[src/rtl/adxl362_spi_master_if.sv]
// Command / write-stream / read-stream handshake bundle for adxl362_spi_master.
interface adxl362_spi_master_if #(
    parameter int unsigned LEN_W = 5
);
    logic             cmd_valid;
    logic             cmd_ready;
    logic [1:0]       cmd_op;
    logic [5:0]       cmd_addr;
    logic [LEN_W-1:0] cmd_len;
    logic [7:0]       wr_data;
    logic             wr_valid;
    logic             wr_ready;
    logic [7:0]       rd_data;
    logic             rd_valid;
    logic             busy;
    logic             done;

    modport master (
        output cmd_valid, cmd_op, cmd_addr, cmd_len, wr_data, wr_valid,
        input  cmd_ready, wr_ready, rd_data, rd_valid, busy, done
    );
    modport slave (
        input  cmd_valid, cmd_op, cmd_addr, cmd_len, wr_data, wr_valid,
        output cmd_ready, wr_ready, rd_data, rd_valid, busy, done
    );
endinterface

[src/rtl/adxl362_spi_master.sv]
// SPI mode-0 initiator for ADXL362 register write/read and FIFO read transactions.
// Optional ADXL362_SPI_MASTER_ABORT_EN adds an abort input that ends the transfer at the next byte boundary.
module adxl362_spi_master #(
    parameter int unsigned CLK_DIV = 4,
    parameter int unsigned LEN_W   = 5,
    parameter int unsigned CS_IDLE = 4
) (
    input  logic                clk_sys,
    input  logic                rst,
`ifdef ADXL362_SPI_MASTER_ABORT_EN
    input  logic                abort,
`endif
    adxl362_spi_master_if.slave bus,
    output logic                SCLK,
    output logic                MOSI,
    input  logic                MISO,
    output logic                nCS
);
    localparam int unsigned     CNT_W     = 8;
    localparam logic [CNT_W-1:0] DIV_LAST  = CNT_W'(CLK_DIV - 1);
    localparam logic [CNT_W-1:0] IDLE_LAST = CNT_W'(CS_IDLE - 1);
    localparam logic [1:0]      OP_WR     = 2'd0;
    localparam logic [1:0]      OP_RD     = 2'd1;
    localparam logic [1:0]      OP_FIFO   = 2'd2;

    typedef enum logic [2:0] {
        S_IDLE, S_CS_SETUP, S_SHIFT, S_NEXT_BYTE, S_CS_HOLD, S_CS_WAIT, S_RSVD
    } state_t;
    typedef enum logic [1:0] {K_HDR, K_ADDR, K_DATA} kind_t;

    state_t           state_q, state_d;
    kind_t            kind_q, kind_d;
    logic [CNT_W-1:0] div_q, div_d;
    logic [2:0]       bit_q, bit_d;
    logic [LEN_W-1:0] rem_q, rem_d;
    logic [1:0]       op_q, op_d;
    logic [5:0]       addr_q, addr_d;
    logic [7:0]       shreg_q, shreg_d;
    logic [7:0]       rd_data_q, rd_data_d;
    logic             sclk_q, sclk_d, mosi_q, mosi_d, ncs_q, ncs_d;
    logic             cmd_ready_q, cmd_ready_d, busy_q, busy_d, done_q, done_d;
    logic             wr_ready_q, wr_ready_d, rd_valid_q, rd_valid_d;
    logic             load_c;
    logic [7:0]       tx_c, hdr_c;

`ifdef ADXL362_SPI_MASTER_ABORT_EN
    logic abort_q, abort_d;
`else
    logic abort_q;
    assign abort_q = 1'b0;
`endif

    always_comb begin
        case (bus.cmd_op)
            OP_RD:   hdr_c = 8'h0B;
            OP_FIFO: hdr_c = 8'h0D;
            default: hdr_c = 8'h0A;
        endcase
    end

    // Next-state and registered-output logic
    always_comb begin
        state_d    = state_q;
        kind_d     = kind_q;
        div_d      = div_q;
        bit_d      = bit_q;
        rem_d      = rem_q;
        op_d       = op_q;
        addr_d     = addr_q;
        shreg_d    = shreg_q;
        rd_data_d  = rd_data_q;
        sclk_d     = sclk_q;
        mosi_d     = mosi_q;
        ncs_d      = ncs_q;
        done_d     = 1'b0;
        wr_ready_d = 1'b0;
        rd_valid_d = 1'b0;
        load_c     = 1'b0;
        tx_c       = 8'h00;

        case (state_q)
            S_IDLE: begin
                if (bus.cmd_valid && cmd_ready_q) begin
                    op_d   = bus.cmd_op;
                    addr_d = bus.cmd_addr;
                    rem_d  = bus.cmd_len;
                    div_d  = '0;
                    bit_d  = '0;
                    if (bus.cmd_op == 2'd3) begin
                        state_d = S_RSVD;
                    end else begin
                        state_d = S_CS_SETUP;
                        kind_d  = K_HDR;
                        ncs_d   = 1'b0;
                        shreg_d = hdr_c;
                        mosi_d  = hdr_c[7];
                    end
                end
            end
            S_RSVD: begin
                done_d  = 1'b1;
                state_d = S_IDLE;
            end
            S_CS_SETUP: begin
                if (div_q == DIV_LAST) begin
                    state_d = S_SHIFT;
                    div_d   = '0;
                end else begin
                    div_d = div_q + CNT_W'(1);
                end
            end
            S_SHIFT: begin
                if (div_q != DIV_LAST) begin
                    div_d = div_q + CNT_W'(1);
                end else begin
                    div_d  = '0;
                    sclk_d = ~sclk_q;
                    if (!sclk_q) begin
                        shreg_d = {shreg_q[6:0], MISO};
                    end else if (bit_q == 3'd7) begin
                        bit_d   = '0;
                        state_d = S_NEXT_BYTE;
                    end else begin
                        bit_d  = bit_q + 3'd1;
                        mosi_d = shreg_q[7];
                    end
                end
            end
            S_NEXT_BYTE: begin
                if (kind_q == K_DATA && op_q != OP_WR) begin
                    rd_data_d  = shreg_q;
                    rd_valid_d = 1'b1;
                end
                if (abort_q) begin
                    state_d = S_CS_HOLD;
                    div_d   = '0;
                end else if (kind_q == K_HDR && op_q != OP_FIFO) begin
                    load_c = 1'b1;
                    tx_c   = {2'b00, addr_q};
                    kind_d = K_ADDR;
                end else if (rem_q != '0) begin
                    // Write data is taken only when the source offers it; otherwise hold SCLK low here
                    if (op_q != OP_WR || bus.wr_valid) begin
                        load_c     = 1'b1;
                        tx_c       = (op_q == OP_WR) ? bus.wr_data : 8'h00;
                        wr_ready_d = (op_q == OP_WR);
                        kind_d     = K_DATA;
                        rem_d      = rem_q - LEN_W'(1);
                    end
                end else begin
                    state_d = S_CS_HOLD;
                    div_d   = '0;
                end
                // Start at 1 so this cycle counts toward the first low phase of the new byte
                if (load_c) begin
                    shreg_d = tx_c;
                    mosi_d  = tx_c[7];
                    div_d   = CNT_W'(1);
                    state_d = S_SHIFT;
                end
            end
            S_CS_HOLD: begin
                if (div_q == DIV_LAST) begin
                    state_d = S_CS_WAIT;
                    div_d   = '0;
                    ncs_d   = 1'b1;
                    mosi_d  = 1'b0;
                    done_d  = 1'b1;
                end else begin
                    div_d = div_q + CNT_W'(1);
                end
            end
            S_CS_WAIT: begin
                if (div_q == IDLE_LAST) begin
                    state_d = S_IDLE;
                    div_d   = '0;
                end else begin
                    div_d = div_q + CNT_W'(1);
                end
            end
            default: state_d = S_IDLE;
        endcase

        cmd_ready_d = (state_d == S_IDLE);
        busy_d      = (state_d != S_IDLE);

`ifdef ADXL362_SPI_MASTER_ABORT_EN
        abort_d = abort_q | (abort & busy_q);
        if (state_d == S_IDLE) abort_d = 1'b0;
`endif
    end

    always_ff @(posedge clk_sys) begin
        if (rst) begin
            state_q     <= S_IDLE;
            kind_q      <= K_HDR;
            div_q       <= '0;
            bit_q       <= '0;
            rem_q       <= '0;
            op_q        <= '0;
            addr_q      <= '0;
            shreg_q     <= '0;
            rd_data_q   <= '0;
            sclk_q      <= 1'b0;
            mosi_q      <= 1'b0;
            ncs_q       <= 1'b1;
            cmd_ready_q <= 1'b0;
            busy_q      <= 1'b0;
            done_q      <= 1'b0;
            wr_ready_q  <= 1'b0;
            rd_valid_q  <= 1'b0;
`ifdef ADXL362_SPI_MASTER_ABORT_EN
            abort_q     <= 1'b0;
`endif
        end else begin
            state_q     <= state_d;
            kind_q      <= kind_d;
            div_q       <= div_d;
            bit_q       <= bit_d;
            rem_q       <= rem_d;
            op_q        <= op_d;
            addr_q      <= addr_d;
            shreg_q     <= shreg_d;
            rd_data_q   <= rd_data_d;
            sclk_q      <= sclk_d;
            mosi_q      <= mosi_d;
            ncs_q       <= ncs_d;
            cmd_ready_q <= cmd_ready_d;
            busy_q      <= busy_d;
            done_q      <= done_d;
            wr_ready_q  <= wr_ready_d;
            rd_valid_q  <= rd_valid_d;
`ifdef ADXL362_SPI_MASTER_ABORT_EN
            abort_q     <= abort_d;
`endif
        end
    end

    assign bus.cmd_ready = cmd_ready_q;
    assign bus.wr_ready  = wr_ready_q;
    assign bus.rd_data   = rd_data_q;
    assign bus.rd_valid  = rd_valid_q;
    assign bus.busy      = busy_q;
    assign bus.done      = done_q;
    assign SCLK          = sclk_q;
    assign MOSI          = mosi_q;
    assign nCS           = ncs_q;
endmodule

[src/flat_wrapper.sv]
// flat-port wrapper written by rule: the top's interface ports become plain ports
module adxl362_spi_master_flat 
#(
    parameter int unsigned CLK_DIV = 4,
    parameter int unsigned LEN_W   = 5,
    parameter int unsigned CS_IDLE = 4
)
  (clk_sys, rst, SCLK, MOSI, MISO, nCS, bus_cmd_valid, bus_cmd_op, bus_cmd_addr, bus_cmd_len, bus_wr_data, bus_wr_valid, bus_cmd_ready, bus_wr_ready, bus_rd_data, bus_rd_valid, bus_busy, bus_done);
  adxl362_spi_master_if #(.LEN_W(LEN_W)) bus_i ();
  input  logic clk_sys;
  input  logic rst;
  output logic SCLK;
  output logic MOSI;
  input  logic MISO;
  output logic nCS;
  input wire logic [$bits(bus_i.cmd_valid)-1:0] bus_cmd_valid;
  input wire logic [$bits(bus_i.cmd_op)-1:0] bus_cmd_op;
  input wire logic [$bits(bus_i.cmd_addr)-1:0] bus_cmd_addr;
  input wire logic [$bits(bus_i.cmd_len)-1:0] bus_cmd_len;
  input wire logic [$bits(bus_i.wr_data)-1:0] bus_wr_data;
  input wire logic [$bits(bus_i.wr_valid)-1:0] bus_wr_valid;
  output wire logic [$bits(bus_i.cmd_ready)-1:0] bus_cmd_ready;
  output wire logic [$bits(bus_i.wr_ready)-1:0] bus_wr_ready;
  output wire logic [$bits(bus_i.rd_data)-1:0] bus_rd_data;
  output wire logic [$bits(bus_i.rd_valid)-1:0] bus_rd_valid;
  output wire logic [$bits(bus_i.busy)-1:0] bus_busy;
  output wire logic [$bits(bus_i.done)-1:0] bus_done;
  assign bus_i.cmd_valid = bus_cmd_valid;
  assign bus_i.cmd_op = bus_cmd_op;
  assign bus_i.cmd_addr = bus_cmd_addr;
  assign bus_i.cmd_len = bus_cmd_len;
  assign bus_i.wr_data = bus_wr_data;
  assign bus_i.wr_valid = bus_wr_valid;
  assign bus_cmd_ready = bus_i.cmd_ready;
  assign bus_wr_ready = bus_i.wr_ready;
  assign bus_rd_data = bus_i.rd_data;
  assign bus_rd_valid = bus_i.rd_valid;
  assign bus_busy = bus_i.busy;
  assign bus_done = bus_i.done;
  adxl362_spi_master #(.CLK_DIV(CLK_DIV), .LEN_W(LEN_W), .CS_IDLE(CS_IDLE)) u_core (.clk_sys(clk_sys), .rst(rst), .bus(bus_i), .SCLK(SCLK), .MOSI(MOSI), .MISO(MISO), .nCS(nCS));
endmodule
[config.mk]
export PLATFORM = sky130hd
export DESIGN_NAME = adxl362_spi_master_flat
export DESIGN_NICKNAME = d
export VERILOG_FILES = /design/src/rtl/adxl362_spi_master_if.sv /design/src/rtl/adxl362_spi_master.sv /design/src/flat_wrapper.sv
export SDC_FILE = /design/constraint.sdc
export NUM_CORES = 1
export LEC_CHECK = 0
export CAP_MARGIN = 20
export CORE_UTILIZATION = 45
export DETAILED_ROUTE_END_ITERATION = 8
export GPL_ROUTABILITY_DRIVEN = 0
export PLACE_DENSITY = 0.73
export SKIP_LAST_GASP = 1
export SYNTH_ARGS = -nofsm -noshare
export SYNTH_HDL_FRONTEND = slang
export SYNTH_SLANG_ARGS = --single-unit
[constraint.sdc]
create_clock -name clk_sys -period 3.35 [get_ports clk_sys]
set_input_delay 0.335 -clock clk_sys [delete_from_list [all_inputs] [get_ports clk_sys]]
set_output_delay 0.335 -clock clk_sys [all_outputs]
set_load 0.01 [all_outputs]
==> results_dict.tcl <==
set metrics [dict create \
    status "finished clean" \
    worst_clock_skew_ns 0.00967 \
    antenna_found_initial 0 \
    worstMarginPinSlew_ns 0.845 \
    required_ns 3.59 \
    timing.hold.worst.start "u_core.addr_q[2]" \
    max_clock_freq_mhz 404 \
    relSlewSlack_pct 43.6 \
    via_count 2513 \
    numClockSinks 53 \
    synth.lib_cells_used.distinct 62 \
    routed_wire_length_per_instance_microns 14.7 \
    setup_viol 0 \
    ctsLongestPathBuffers 2 \
    remaining_drc_errors 0 \
    detail_route.first_pass.iterations 4 \
    synth-simple-area-share_pct 26.6 \
    avgSynthCellArea_sq_um 8.45 \
    cts_tree "built" \
    yosysWarnings 0 \
    r2r_start "u_core.state_q[0]" \
    grt_pass1_vias 2282 \
    dieArea_sq_mm 0.00657 \
    clkTransAtPathRegs_ns 0.10 \
    synth_compound_area_share_pct 23.6 \
    dominant_combinational_cell_family_by_area_after_synthesis "simple AND/OR/NAND/NOR gates" \
    synthesis.area_sq_mm 0.00281 \
    critical_path.endpoint_type "flip-flop" \
    yosys.area.top_type "sky130_fd_sc_hd__dfxtp_1" \
    synthAdderAreaFrac_pct 3.56 \
    nFillCells 590 \
    mappedNetlistNets 367 \
    antenna_violating_nets_post_route 0 \
    post_synth_mux_area_share_pct 3.60 \
    grt_pass1_wl_microns 10700 \
    viasPerCell 5.70 \
    syn-instance-count 333 \
    cts_hold_buf 0 \
    synth-seq-cells 53 \
    detailedRoute.firstIterationViolations 144 \
    synth-xor-area-share_pct 0.311 \
    power_density_mw_per_mm2 407 \
    root_buffer "sky130_fd_sc_hd__clkbuf_8" \
    worst_setup_path_startpoint "u_core.state_q[0]" \
    report.final.hold_viol_count 0 \
    power_leakage_nw 1.17 \
    async_flop_share_pct 0 \
    fin_hold_ws_ns 0.460 \
    yosys.cell_count.top_type "sky130_fd_sc_hd__dfxtp_1" \
    area_share_of_the_largest_cell_type_after_synthesis_pct 37.7 \
    worst_setup_path_start_kind "flip-flop" \
    fp.coreArea_sq_mm 0.00599 \
    multi_input_comb_area_sq_mm 0.00163 \
    globalRouteOverflowTotal 0 \
    hold_path.class "flip-flop to flip-flop" \
    number_of_max_slew_violations_in_the_final_report 0 \
    synth.yosys.seq_area_share_pct 37.7 \
    dp.final_hpwl_microns 4680 \
    finalCriticalPeriod_ns 2.48 \
    top_reg_cell_synth "sky130_fd_sc_hd__dfxtp_1" \
    timing.max_cap.violations 0 \
    num_io_pins 42 \
    irDropWorstVdd_mv 0.310 \
    cp_data_arrival_time_ns 2.72 \
    criticalPathCategory "flip-flop to flip-flop" \
    die_height_microns 81.1 \
    groute.usage.overall_pct 20.8 \
    post_route_cells_drive_above_1_share_pct 9.84 \
    sequential_cell_area_sq_mm 0.00106 \
    post-route-period-util_pct 73.9 \
    crit_fanout 22 \
    ys_top_cells_by_area "sky130_fd_sc_hd__dfxtp_1 38%, sky130_fd_sc_hd__a21oi_1 7.1%, sky130_fd_sc_hd__nand2_1 4.7%, sky130_fd_sc_hd__nor2_1 4.0%, sky130_fd_sc_hd__ha_1 3.6%" \
    worstSkewPairLatency_ns 0.31 \
    design.final.nets 399 \
    die_width_microns 81.1 \
    routed_wire_length_microns 6470 \
    grt_start_max_net_pins 30 \
    port-buffer-count 41 \
    std_cell_rows 28 \
    cts_buffers 5 \
    cts_setup_buffers 0 \
    initial_core_util_pct 47.0 \
    timing.setup.tns_ns 0 \
    synth-edff-count 0 \
    diodes 0 \
    yosys-top-cells-count "53 x sky130_fd_sc_hd__dfxtp_1, 40 x sky130_fd_sc_hd__a21oi_1, 35 x sky130_fd_sc_hd__nand2_1" \
    ctsHtreeMaxLevel 2 \
    rsz_0062_raised_after_global_routing "no" \
    syn2layout_area_growth_pct 19.8 \
    cts_resized 0 \
]
[final timing paths]
path | to | slack (ns) | cells past startpoint
worst max-delay path | u_core.shreg_q[1] | 0.87 | 6
worst max register to register | u_core.shreg_q[1] | 0.87 | 6
worst min register to register | u_core.addr_q[2] | 0.46 | 2
worst min-delay path | u_core.addr_q[2] | 0.46 | 2
[flip-flops by register name, summed over array words and instances, names as in the netlist]
signal,count
u_core.nCS,1
u_core.shreg_q,8
u_core.bus.rd_valid,1
u_core.bus.busy,1
u_core.div_q,8
u_core.SCLK,1
u_core.MOSI,1
u_core.bus.rd_data,8
u_core.kind_q,2
u_core.bus.done,1
u_core.state_q,3
u_core.bus.cmd_ready,1
u_core.rem_q,5
u_core.bus.wr_ready,1
u_core.addr_q,6
u_core.op_q,2
u_core.bit_q,3
[cells by family after synthesis]
kind of cell | count (synthesis)
AOI/OAI and AO/OA | 99
xor gates and xnor gates | 1
buffers and inverters | 30
adders and majority gates | 8
muxes | 10
DFF | 53
and+or+nand+nor | 132
[per-stage QoR]
| step | utilization (%) | area (sq um) | worst slack [ns] | instances | total power [mW] |
|---|---|---|---|---|---|
| 6_report | 56.3 | 3370 | 0.875 | 441 | 1.37 |
| 2_1_floorplan | - | 2810 | 1.45 | 333 | 0.861 |
| 3_3_place_gp | 54.4 | 3260 | 0.807 | 433 | 0.938 |
| 3_5_place_dp | 54.4 | 3260 | 0.707 | 433 | 0.944 |
| 5_1_grt | 56.3 | 3370 | 0.650 | 441 | 1.44 |
| 4_1_cts | 56.3 | 3370 | 0.896 | 441 | 1.38 |
[layout make-up]
class	instances	share of cell area [%]
Timing Repair Buffer	45	12.9
Clock inverter	3	1.37
Multi-Input combinational cell	250	48.3
Sequential cell	53	31.5
Clock buffer	5	2.04
Inverter	10	1.11
Tap cell	75	2.78
[per-layer routing]
metal	track usage, %	up-vias	part of all wire [%]	wire [microns]
met1	28.0	1180	47	3010
met2	33.9	64	48	3100
li1	-	1263	-	-
met3	3.82	6	4.8	309
met5	0	-	0	0
met4	6.07	0	0.71	46
[layout by cell type, fill, tap and decap left out, types with 5 or more instances in the layout]
cell type / n
sky130_fd_sc_hd__a21oi_1: 40
sky130_fd_sc_hd__a31oi_1: 8
sky130_fd_sc_hd__clkbuf_8: 5
sky130_fd_sc_hd__clkdlybuf4s50_1: 40
sky130_fd_sc_hd__dfxtp_1: 53
sky130_fd_sc_hd__ha_1: 8
sky130_fd_sc_hd__inv_1: 10
sky130_fd_sc_hd__mux2i_1: 9
sky130_fd_sc_hd__nand2_1: 35
sky130_fd_sc_hd__nand2b_1: 5
sky130_fd_sc_hd__nand3_1: 10
sky130_fd_sc_hd__nor2_1: 30
sky130_fd_sc_hd__nor2b_1: 11
sky130_fd_sc_hd__nor3_1: 6
sky130_fd_sc_hd__o21ai_0: 14
[where the power goes]
part / leakage (nW) / total (mW) / switching (mW) / internal [mW]
Clock: 0.0543 / 0.441 / 0.217 / 0.224
Sequential: 0.430 / 0.684 / 0.0275 / 0.657
Combinational: 0.688 / 0.247 / 0.135 / 0.112
[critical path, stage by stage (launching register included)]
cell,delay [ns]
sky130_fd_sc_hd__dfxtp_1,0.58
sky130_fd_sc_hd__buf_4,0.35
sky130_fd_sc_hd__nand3b_4,0.23
sky130_fd_sc_hd__nor4b_4,0.65
sky130_fd_sc_hd__a21oi_1,0.14
sky130_fd_sc_hd__a221o_1,0.33
sky130_fd_sc_hd__a21oi_1,0.14
No activity file was read; power rests on OpenSTA's default activity.
